--- config.mk ---
export PLATFORM = sky130hd
export DESIGN_NAME = tick_counter_flat
export DESIGN_NICKNAME = d
export VERILOG_FILES = /design/src/rtl/counter_pkg.sv /design/src/rtl/tick_counter_if.sv /design/src/rtl/tick_sync_edge.sv /design/src/rtl/tick_counter.sv /design/src/flat_wrapper.sv
export SDC_FILE = /design/constraint.sdc
export NUM_CORES = 1
export LEC_CHECK = 0
export CELL_PAD_IN_SITES_DETAIL_PLACEMENT = 1
export CELL_PAD_IN_SITES_GLOBAL_PLACEMENT = 1
export CORE_AREA = 10 10 66 68
export DETAILED_ROUTE_END_ITERATION = 6
export DIE_AREA = 0 0 76 78
export GPL_TIMING_DRIVEN = 0
export PLACE_DENSITY = 0.8
export SETUP_SLACK_MARGIN = 0.5
export SYNTH_ARGS = -nofsm -noshare
export SYNTH_HDL_FRONTEND = slang
export SYNTH_SLANG_ARGS = --single-unit
--- constraint.sdc ---
create_clock -name clk -period 2.34 [get_ports clk]
set_input_delay 0.702 -clock clk [delete_from_list [all_inputs] [get_ports clk]]
set_output_delay 0.702 -clock clk [all_outputs]
set_load 0.1 [all_outputs]
--- src/rtl/counter_pkg.sv ---
// Shared types and default sizing for the tick counter slice.
package counter_pkg;

  typedef enum logic {ST_STOPPED, ST_RUNNING} run_state_t;

  localparam int unsigned DEFAULT_WIDTH       = 8;
  localparam int unsigned DEFAULT_SYNC_STAGES = 2;

endpackage

--- src/rtl/tick_counter_if.sv ---
// Control/status bundle between the run-control source and the tick counter.
interface tick_counter_if
  import counter_pkg::*;
#(
  parameter int unsigned WIDTH = DEFAULT_WIDTH
);

  logic             tick_in;
  logic             start;
  logic             stop;
  logic             clear;
  logic             load;
  logic [WIDTH-1:0] load_val;
  logic             up_dn;
  logic [WIDTH-1:0] count;
  logic             running;
  logic             tc;

  modport master (
    output tick_in, start, stop, clear, load, load_val, up_dn,
    input  count, running, tc
  );

  modport slave (
    input  tick_in, start, stop, clear, load, load_val, up_dn,
    output count, running, tc
  );

endinterface

--- src/rtl/tick_sync_edge.sv ---
// Synchronises tick_in into clk and emits a registered one-cycle step per rising edge.
module tick_sync_edge #(
  parameter int unsigned SYNC_STAGES = 2
) (
  input  logic clk,
  input  logic rst_n,
  input  logic tick_in,
  output logic step
);

  logic [SYNC_STAGES-1:0] sync_q;
  logic                   prev_q;

  // All history resets high so a tick_in already high at release is not an edge.
  always_ff @(posedge clk or negedge rst_n) begin
    if (!rst_n) begin
      sync_q <= '1;
      prev_q <= 1'b1;
      step   <= 1'b0;
    end else begin
      sync_q <= {sync_q[SYNC_STAGES-2:0], tick_in};
      prev_q <= sync_q[SYNC_STAGES-1];
      step   <= sync_q[SYNC_STAGES-1] & ~prev_q;
    end
  end

endmodule

--- src/rtl/tick_counter.sv ---
// Run-controlled up/down counter advanced by tick_in rising edges.
// Define COUNTER_SATURATE_EN to hold at the direction limit instead of wrapping.
module tick_counter
  import counter_pkg::*;
#(
  parameter int unsigned WIDTH       = DEFAULT_WIDTH,
  parameter int unsigned SYNC_STAGES = DEFAULT_SYNC_STAGES,
  parameter int unsigned RESET_VAL   = 0
) (
  input  logic          clk,
  input  logic          rst_n,
  tick_counter_if.slave bus
);

  localparam logic [WIDTH-1:0] CNT_MAX = '1;
  localparam logic [WIDTH-1:0] CNT_RST = WIDTH'(RESET_VAL);

  run_state_t       state_q, state_d;
  logic [WIDTH-1:0] count_q, count_d;
  logic             tc_q, tc_d;
  logic             running_q;
  logic             step;
  logic             at_limit_c;

  tick_sync_edge #(
    .SYNC_STAGES (SYNC_STAGES)
  ) u_sync_edge (
    .clk     (clk),
    .rst_n   (rst_n),
    .tick_in (bus.tick_in),
    .step    (step)
  );

  always_ff @(posedge clk or negedge rst_n) begin
    if (!rst_n) begin
      state_q   <= ST_STOPPED;
      running_q <= 1'b0;
      count_q   <= CNT_RST;
      tc_q      <= 1'b0;
    end else begin
      state_q   <= state_d;
      running_q <= (state_d == ST_RUNNING);
      count_q   <= count_d;
      tc_q      <= tc_d;
    end
  end

  // Run control plus count update; clear > load > step > hold.
  always_comb begin
    state_d    = state_q;
    count_d    = count_q;
    tc_d       = 1'b0;
    at_limit_c = bus.up_dn ? (count_q == CNT_MAX) : (count_q == '0);

    if (state_q == ST_STOPPED) begin
      if (bus.start && !bus.stop) state_d = ST_RUNNING;
    end else begin
      if (bus.stop) state_d = ST_STOPPED;
    end

    if (bus.clear) begin
      count_d = CNT_RST;
    end else if (bus.load) begin
      count_d = bus.load_val;
    end else if (step && state_q == ST_RUNNING) begin
      tc_d = at_limit_c;
`ifdef COUNTER_SATURATE_EN
      if (!at_limit_c) count_d = bus.up_dn ? count_q + WIDTH'(1) : count_q - WIDTH'(1);
`else
      count_d = bus.up_dn ? count_q + WIDTH'(1) : count_q - WIDTH'(1);
`endif
    end
  end

  assign bus.count   = count_q;
  assign bus.running = running_q;
  assign bus.tc      = tc_q;

endmodule

--- src/flat_wrapper.sv ---
// flat-port wrapper written by rule: the top's interface ports become plain ports
module tick_counter_flat import counter_pkg::*;
#(
  parameter int unsigned WIDTH       = DEFAULT_WIDTH,
  parameter int unsigned SYNC_STAGES = DEFAULT_SYNC_STAGES,
  parameter int unsigned RESET_VAL   = 0
)
  (clk, rst_n, bus_tick_in, bus_start, bus_stop, bus_clear, bus_load, bus_load_val, bus_up_dn, bus_count, bus_running, bus_tc);
  tick_counter_if #(.WIDTH(WIDTH)) bus_i ();
  input  logic clk;
  input  logic rst_n;
  input wire logic [$bits(bus_i.tick_in)-1:0] bus_tick_in;
  input wire logic [$bits(bus_i.start)-1:0] bus_start;
  input wire logic [$bits(bus_i.stop)-1:0] bus_stop;
  input wire logic [$bits(bus_i.clear)-1:0] bus_clear;
  input wire logic [$bits(bus_i.load)-1:0] bus_load;
  input wire logic [$bits(bus_i.load_val)-1:0] bus_load_val;
  input wire logic [$bits(bus_i.up_dn)-1:0] bus_up_dn;
  output wire logic [$bits(bus_i.count)-1:0] bus_count;
  output wire logic [$bits(bus_i.running)-1:0] bus_running;
  output wire logic [$bits(bus_i.tc)-1:0] bus_tc;
  assign bus_i.tick_in = bus_tick_in;
  assign bus_i.start = bus_start;
  assign bus_i.stop = bus_stop;
  assign bus_i.clear = bus_clear;
  assign bus_i.load = bus_load;
  assign bus_i.load_val = bus_load_val;
  assign bus_i.up_dn = bus_up_dn;
  assign bus_count = bus_i.count;
  assign bus_running = bus_i.running;
  assign bus_tc = bus_i.tc;
  tick_counter #(.WIDTH(WIDTH), .SYNC_STAGES(SYNC_STAGES), .RESET_VAL(RESET_VAL)) u_core (.clk(clk), .rst_n(rst_n), .bus(bus_i));
endmodule
# Word level (Yosys, flattened, before mapping)
# Cells that the tools add are included.
[op_classes] n_eq_ne=1 n_addsub=2 bitwise=2 n_reduce_logical=5 n_mux=11
[ops] operator="2-to-1 mux 8 bit" count=4
[ops] operator="adder 8 x 1 -> 8 bit (second input constant)" count=1
[ops] operator="equality test 8 bit (second input constant)" count=1
[ops] operator="logical NOT 8 bit" count=1
[ops] operator="subtractor 8 x 1 -> 8 bit (second input constant)" count=1
[ops] operator="2-to-1 mux 1 bit" count=7
[ops] operator="nonzero test 3 bit" count=1
[ops] operator="logical AND 1 bit" count=2
[ops] operator="bitwise AND 1 bit" count=1
[ops] operator="logical NOT 1 bit" count=1
[ops] operator="inverter 1 bit" count=1
[totals] word_cells=27 in_bits=16 output_inout_bits=10 register_bits=14

# Depth between registers and ports, before layout
[depth] ltp_word=5 ltp_mapped=7 depth_no_buf=7

# By module
# A second synthesis with hierarchy kept.
[hier_totals] hier_cells=101 hier_area_um2=943.4
[by_module_without_submodules] module="tick_counter" area_each_um2=825.8 seq_area_each_um2=250.2 instances=1 cells_each=96
[by_module_without_submodules] module="tick_sync_edge" area_each_um2=117.6 seq_area_each_um2=103.8 instances=1 cells_each=5

# Worst setup path before layout
# Ideal clock, no wire load.
[synth_timing] path_type="register to register" from="reg u_core.count_q[1], in the netlist u_core.bus.count[1]" to="reg u_core.count_q[5], in the netlist u_core.bus.count[5]" arrival_time_ns=2.289 slack_ns=-0.061 setup_ns=0.111 synth_period_minus_slack_ns=2.401 path_stages_with_launch=7 required_ns=2.229 path_buffers=0 cell_sequence="dfrtp_1 > ha_1 > a211oi_2 > o21bai_1 > a21oi_1 > xor2_1 > a2111oi_2"
[synth_via] elab_chain_len=5 word_cells_on_any_way=6 classes_between="add/sub: 2; mux: 4"
[synth_rtl] item="start: declaration" line="tick_counter.sv:19" source="logic [WIDTH-1:0] count_q, count_d;"
[synth_rtl] item="start signal: assignment" line="tick_counter.sv:43" source="count_q <= count_d;"
[synth_rtl] item="subtractor 8 x 1 -> 8 bit or adder 8 x 1 -> 8 bit (tied branches)" line="tick_counter.sv:70" source="count_d = bus.up_dn ? count_q + WIDTH'(1) : count_q - WIDTH'(1);"
[synth_rtl] item="2-to-1 mux 8 bit (*)" line="tick_counter.sv:70"
[synth_rtl] item="2-to-1 mux 8 bit (*)" line="tick_counter.sv:65" source="end else if (step && state_q == ST_RUNNING) begin"
[synth_rtl] item="2-to-1 mux 8 bit (*)" line="tick_counter.sv:63" source="end else if (bus.load) begin"
[synth_rtl] item="2-to-1 mux 8 bit (*)" line="tick_counter.sv:61" source="if (bus.clear) begin"
# Mark *: on every way between the ends. The rest lies on a longest branch, timed or not. The select of a mux whose other input is x is not followed.
# A chain may end at the register's enable or synchronous reset.

# Worst setup path in the final report
[layout_timing] from="in bus_up_dn" to="reg u_core.count_q[6], in the netlist u_core.bus.count[6]"
[layout_via] elab_chain_len=4
[layout_rtl] item="start: declaration" line="flat_wrapper.sv:18" source="input wire logic [$bits(bus_i.up_dn)-1:0] bus_up_dn;"
[layout_rtl] item="2-to-1 mux 8 bit" line="tick_counter.sv:70"
[layout_rtl] item="2-to-1 mux 8 bit" line="tick_counter.sv:65"
[layout_rtl] item="2-to-1 mux 8 bit" line="tick_counter.sv:63"
[layout_rtl] item="2-to-1 mux 8 bit" line="tick_counter.sv:61"
# No other way between the ends. The select of a mux whose other input is x is not followed.

==> results.md <==
- Status: finished, final reports clean
- Setup crit start kind: primary input
- Post-Synth Adder-Cell Area: ~10%
- Die area: 0.00593 mm2
- Core ar.: between 0.003 and 0.004 mm2
- Final core occ: between 40% and 50%
- Fin crit share: 82.5%
- Max_slew headroom: around 55%
- Net switching power: ~0.29 mW
- Final total power: around 0.77 mW
- Delay-heaviest family, CP: compound AO/OA/AOI/OAI gates
- Row count: 21
- Hold Vio Cnt, Final: 0
- Fill cell count: 363
- H-tree depth: 1
- Crit path required time: about 2.5 ns
- Sw Ratio: a little under two fifths
- Met3 Resource Use GR: under 10%
- Combinational Power Share: 40.4%
- Area of all sequential standard cells: between 300 and 400 um2
- Yosys cell types: 34
- Hold slack: ~0.36 ns
- 1st-iter DRT viols: 20
- Tmin final: 1.93 ns
- Grt peak-use layer: met2
- Setup_tns: 0 ns
- Cell count along the critical path: 8
- Crit path max fanout: 6
- RSZ-0062 raised after global routing: true
- Commonest non-fill, non-tap cell in the layout: buf_4
- DR vias: between 900 and 1,000
- DIE WIDTH: approximately 76 um
- Power Dens Cells: approximately 550 mW/mm2
- Routability congestion estimate: 0.757
- Largest net degree at the start of global routing: 15
- Clock buffer depth: 2
- First-pass GRT wire length: between 4000 and 5000 um
- Worst-Skew Late Latency: between 0.2 and 0.3 ns
- Synth Register Bits: 14
- N_diodes: 0
- WL final: 3010 um
- Remaining antenna violation count: 0
- Crit-path cells: buf_12, inv_8, fa_2, a21o_1, a21boi_2, o21bai_2, xnor2_1, a2111oi_2
- Antenna violations before repair: 0
- CTS tree: built
- Crit Path Category: in -> reg
- Setup-failing EPs final: 0
- Async set-reset flop share out of synthesis: between 90% and 100%
- Crit path from: bus_up_dn
- Combinational family with the most area after synthesis: compound AO/OA/AOI/OAI gates
- Final instance area: around 0.0014 mm2
- Leading area contributor after synthesis: dfrtp_1
- Fraction of synthesized area in multiplexers: under 10%
- Cells after Synth: 100
- Multi-input gate area: around 630 um2
- CP endpoint kind: flop
- Yosys Warn Count: 0
- Ports: 26
- Max-slew violations: 0
- Fin nets: 160
- R2R Setup Slk: about 0.45 ns
- Worst Hold Class: reg -> reg
- Tot GR Track Use: roughly a tenth
- Worst path max stage delay: 0.36 ns
- Most frequent cells in the layout: 16 x buf_4, 13 x clkdlybuf4s50_1, 10 x nor2_1, 8 x a21oi_1
- CTS Sinks: 14
- Synth Area in Compound Gates: 22.3%
- Worst EP arrival: ~2.1 ns
- Mapped Nets: 123
- P_int: between 0.4 and 0.5 mW
- R2r worst-path depth: 6
- Die H: between 70 and 80 um
- Simple-gate portion of the synthesized area: roughly a fifth
- RR Endpoint: u_core.bus.count[6]
- IO buf count: 24
- Worst slew pin tran: 0.677 ns
- Synth Area per Inst: between 9 and 10 um2
- Synth Cell Area: ~940 um2
- Via density: around 5.1
- Worst vdd ir: around 0.37 mV
- CP max-delay cell: fa_2
- CP endpoint: u_core.bus.count[6]
- Fmax: approximately 520 MHz
- Register area share after synthesis: between 30% and 40%
- GRT overflow: 0
- Vias in the first global route: roughly 1,100
- Clk slew on worst S/H paths: around 0.08 ns
- Leakage Power: ~0.59 nW
- Area share of the largest cell type after synthesis: 29.4%
- Drt pass-1 iters: 4
- Synth Area in XOR/XNOR: under 10%
- Setup Skew: ~0.0035 ns
- Placement Cell Area: 0.00124 mm2
- Starting Density: between 20% and 30%
- Bufs and invs on worst path: 2
- GRT met2 Usage: a little under a fifth
- Synth-to-layout area growth: 49.3%
- Total CTS buffers: 3
- Number of synthesized flops with an enable pin: 0
- Clock share of power: between 20 and 25%
- HPWL Detailed: roughly 2200 um
- Mean routed wirelength per cell: around 17 um
- Residual DRC: 0
- CTS Root Cell: clkbuf_4
- Reg power frac: around 37%
- Fraction of final layout cells sized beyond drive strength 1: 34.6%
- Worst reg2reg startpoint: u_core.bus.count[0]
- Ranking of synthesized cells by area: dfrtp_1 29%, dfstp_2 8.4%, ha_1 8.0%, a21oi_1 4.8%, nor2_1 4.0%
- Met1 Use GR: roughly a tenth
- Max_cap viols: 0
- Ys flop type: dfrtp_1
==> flip-flops by register name, indices dropped and copies added (netlist names) <==
name and flops:
u_core.u_sync_edge.sync_q 2, u_core.state_q 1, u_core.bus.count 8, u_core.u_sync_edge.prev_q 1, u_core.bus.tc 1, u_core.u_sync_edge.step 1
==> metal layers <==
layer / part of all wire, % / up-vias
li1: - / 439
met1: 39 / 451
met2: 55 / 24
met3: 3.8 / 9
met4: 2.7 / 0
met5: 0 / -
==> through the flow <==
step / worst slack [ns] / cells
after global routing: 0.342 / 182
after floorplan: 0.149 / 100
final: 0.410 / 182
after detailed placement: -0.658 / 170
after CTS: 0.403 / 179
after global placement: -0.571 / 170
==> power by group through the flow <==
stage / Combinational [mW] / Clock [mW] / Sequential [mW]
global route: 0.329 / 0.192 / 0.285
global placement: 0.262 / 0 / 0.284
finish: 0.310 / 0.175 / 0.282
detailed placement: 0.270 / 0 / 0.285
floorplan: 0.104 / 0 / 0.365
CTS: 0.295 / 0.178 / 0.283
==> timing repair <==
| item | 4_1_cts | 5_1_grt |
|---|---|---|
| setup endpoints to repair | 17 | 5 |
| hold buffers | 0 | 0 |
| pin swaps | 13 | 3 |
| setup buffers | 5 | 3 |
| hold endpoints to repair | 0 | 0 |
| resized for setup | 75 | 6 |
==> cells in the mapped netlist, types with 2 or more instances <==
master     number
ha_1            6
nand2_1         7
nor2_1         10
xnor2_1         4
a21oi_1         9
dfrtp_1        11
nor2b_1         3
inv_1           3
nor3_1          5
buf_2           2
buf_1           2
and2_1          3
a211o_1         2
nor4_1          4
mux2i_1         3
dfstp_2         3
nand4_1         2
o21ai_0         3
a2111oi_2       2
o211ai_1        2
==> worst min-delay path by stage <==
stage                                        end  depth (start not counted)                         start
CTS                 u_core.u_sync_edge.sync_q[1]                          0  u_core.u_sync_edge.sync_q[0]
floorplan           u_core.u_sync_edge.sync_q[1]                          0  u_core.u_sync_edge.sync_q[0]
global placement    u_core.u_sync_edge.sync_q[1]                          0  u_core.u_sync_edge.sync_q[0]
global route        u_core.u_sync_edge.sync_q[1]                          0  u_core.u_sync_edge.sync_q[0]
finish              u_core.u_sync_edge.sync_q[1]                          0  u_core.u_sync_edge.sync_q[0]
detailed placement  u_core.u_sync_edge.sync_q[1]                          0  u_core.u_sync_edge.sync_q[0]
==> worst reg2reg max path, delay by kind of cell, from the launching register on <==
family / cells / cell delay (ns)
XOR/XNOR: 1 / 0.14
AO/OA/AOI/OAI: 4 / 0.77
adder cells (fa/ha/maj): 1 / 0.41
flip-flops: 1 / 0.47
==> kinds of logic after synthesis <==
group	after synthesis
compound gates	28
xor+xnor	5
fa+ha+maj	7
buf+inv	7
flops	14
mux	3
simple gates	36
==> final cells by class <==
class	instances	share of cell area (%)
multi-input cells	79	44.7
flip-flops and latches	14	25.7
repair buffers	32	20.2
well taps	46	4.11
clock buffers	4	2.59
plain buffers	4	1.34
inverters	3	1.34
No activity file was read; power rests on OpenSTA's default activity.
